<file path="src/rtl/exp_table.sv">
//------------------------------------------------------------------------------
// exp_table
// Expected (address, data) register file: synchronous write, combinational read.
// Revision: 1.0
//------------------------------------------------------------------------------
`default_nettype none

module exp_table #(
    parameter int DW      = 32,
    parameter int NUM_EXP = 8,
    parameter int IW      = 3
) (
    input  logic          clk,
    input  logic          we,
    input  logic [IW-1:0] wr_idx,
    input  logic [DW-1:0] wr_adr,
    input  logic [DW-1:0] wr_data,
    input  logic [IW-1:0] rd_idx,
    output logic [DW-1:0] rd_adr,
    output logic [DW-1:0] rd_data
);

    // No reset: contents survive reset so a run can be replayed without reloading.
    logic [2*DW-1:0] mem [NUM_EXP];

    always_ff @(posedge clk) begin
        if (we) begin
            mem[wr_idx] <= {wr_adr, wr_data};
        end
    end

    assign {rd_adr, rd_data} = mem[rd_idx];

endmodule

`default_nettype wire

</file>
<file path="config.mk">
export PLATFORM = sky130hd
export DESIGN_NAME = exp_table
export DESIGN_NICKNAME = d
export VERILOG_FILES = /design/src/rtl/exp_table.sv
export SDC_FILE = /design/constraint.sdc
export NUM_CORES = 1
export LEC_CHECK = 0
export ABC_CLOCK_PERIOD_IN_PS = 15500
export CORE_ASPECT_RATIO = 1.2
export CORE_MARGIN = 2
export CORE_UTILIZATION = 63
export CTS_BUF_LIST = sky130_fd_sc_hd__clkbuf_16
export DETAILED_ROUTE_END_ITERATION = 8
export GPL_ROUTABILITY_DRIVEN = 0
export PLACE_DENSITY_LB_ADDON = 0.3
export SETUP_SLACK_MARGIN = 0.05
export SYNTH_ARGS = -nofsm -noshare
export SYNTH_HDL_FRONTEND = slang
export SYNTH_SLANG_ARGS = --single-unit
</file>
<file path="constraint.sdc">
create_clock -name clk -period 15.5 [get_ports clk]
set_clock_uncertainty 0.05 [all_clocks]
set_input_delay 3.1 -clock clk [delete_from_list [all_inputs] [get_ports clk]]
set_output_delay 3.1 -clock clk [all_outputs]
set_load 0.01 [all_outputs]
</file>
==> summary.md <==
| Metric | Value |
|---|---|
| Data arrival time of the worst path | `6.26 ns` |
| Worst VDD drop | `0.0001103 V` |
| Worst setup EP type | `primary output` |
| Root buffer cell | `clkbuf_16` |
| Core area | `30300 sq um` |
| Power Density | `127.3 nW/um^2` |
| Die area | `32000 sq um` |
| H-tree lvl count | `2` |
| Cells after Synth | `between 700 and 800` |
| Total Routing Usage GR | `a little under a quarter` |
| P_leak | `around 7.1 nW` |
| CP required | `~12 ns` |
| Synth Register Bits | `512` |
| DRT antenna net count | `0` |
| Bufs on Longest Clock Path | `3` |
| CP startpoint kind | `primary input` |
| Worst-path clk slew | `roughly 0.06 ns` |
| RSZ-0062 raised after global routing | `no` |
| Non-Filler Instances | `1349` |
| Sequential share of the synthesized area | `79.80%` |
| Vias per Instance | `6.268` |
| Layout Nets | `986` |
| Slew @ Worst Pin | `1.269 ns` |
| First-pass GRT wire length | `between 50000 and 60000 um` |
| Crit path kind | `in -> out` |
| Pwr Total | `2.863 mW` |
| I/O pin cnt | `136` |
| YS warnings | `0` |
| Post-DR wirelength/cell | `27.38 um` |
| Initial antenna violation count | `3` |
| Initial cell density of the core | `between 60% and 70%` |
| Slew Limit Headroom | `15.17%` |
| Syn Nets | `between 800 and 900` |
| CTS resizes | `0` |
| Worst hold-check path type | `in -> reg` |
| Top Registers | `mem: 512 flops` |
| Largest net degree at the start of global routing | `81` |
| Final Max Tran Viols | `0` |
| Setup TNS | `0 ns` |
| Max reg flops | `512` |
| Via Count | `approximately 8500` |
| Remaining global-route overflow | `0` |
| Number of remaining DRC errors | `0` |
| Drt pass-1 iters | `5` |
| Syn Area/Cell | `25.62 sq um` |
| Final Hold Viols | `0` |
| Dpl ws | `between 6 and 7 ns` |
| Inst Count DP | `1262` |
| CTS Buf Count | `46` |
| Fin worst setup slack | `around 6.1 ns` |
| Vias in the first global route | `around 9000` |
| Largest Register | `mem` |
| Post-CTS Setup Bufs | `0` |
| Netlist cell types | `12` |
| Hold_ws | `3.219 ns` |
| CTS tree | `done` |
| Iter 0 DRT Violations | `611` |
| Chip width | `163.6 um` |
| Fmax | `106.3 MHz` |
| Core Rows | `70` |
| Max_cap viols | `0` |
| Share of post-route cells with drive strength above 1 | `29.55%` |
| Port Buffers | `135` |
| Drt total wl | `36930 um` |
| Area grow syn2layout | `16.77%` |
| DP HPWL | `19180 um` |
| Final period utilization | `60.68%` |
| Post-synth design cell area | `19270 sq um` |
| Status | `finished, final reports clean` |
| Final setup fails | `0` |
| Hold-fix buffers at CTS | `0` |
| Clk sink count | `around 510` |
| Tmin final | `9.406 ns` |
| Maximum fanout along the worst path | `76` |
| Die height | `195.6 um` |
[area by class of cell]
class                   count  area, sq um
multi-input cells         205         3717
flip-flops and latches    512        15370
clock buffers              47         1176
fillers                  1655         7807
diodes                      2        5.005
well taps                 396        495.5
clock inverters            38        272.8
repair buffers            149         1455
[metal layers]
layer  track usage, %  vias up  routed length (um)  part of all wire [%]
li1                 -     3582                   -                     -
met1            32.04     4499               14090                    38
met2            40.34      319               19500                    53
met3            4.822       54                2533                   6.9
met4            6.758        2                 787                   2.1
met5                0        -                  13                 0.035
[path summary, 6_finish.rpt]
check,cells after the start,startpoint,to
hold / removal,1,wr_adr[15],mem[0][47]
setup / recovery,5,rd_idx[0],rd_adr[5]
[worst max-delay path: stages]
cell	delay, ns
clkbuf_8	0.70
buf_4	0.95
mux4_2	0.63
mux2_2	0.29
clkdlybuf4s50_1	0.49
[power breakdown]
part	switching [mW]	internal, mW	leakage [nW]
registers	0.0115	1.57	4.65
logic	0.0916	0.104	1.70
clock network	0.470	0.616	0.769
[metrics by stage]
step / utilization, % / area, sq um
global placement: 69.44 / 21040
detailed placement: 69.44 / 21040
global route: 74.23 / 22490
floorplan: - / 19270
CTS: 74.22 / 22490
finish: 74.24 / 22500
[placed cells by master (no fill, tap or decap), drive strengths merged]
cell type and count:
clkbuf 48, mux2 64, clkinv 16, nor3 2, clkinvlp 2, diode 2, nand2b 3, inv 16
nor2 6, mux4 128, edfxtp 512, buf 16, clkdlybuf4s50 132, bufinv 4, nand2 2
[synthesized netlist by cell type]
| cell | n | share of area [%] |
|---|---|---|
| mux2_2 | 64 | 3.7 |
| buf_6 | 11 | 0.64 |
| nand2_1 | 2 | 0.039 |
| buf_2 | 3 | 0.078 |
| edfxtp_1 | 512 | 80 |
| nand2b_1 | 3 | 0.097 |
| nor2_1 | 6 | 0.12 |
| mux4_2 | 128 | 15 |
| buf_4 | 3 | 0.12 |
| buf_1 | 9 | 0.18 |
| clkbuf_1 | 9 | 0.18 |
| nor3_1 | 2 | 0.052 |
[cell families after synthesis]
family	share of synthesized area, %
and+or+nand+nor	0.3053
DFF	79.80
muxes	18.70
buffers and inverters	1.188
No activity file was read; power rests on OpenSTA's default activity.
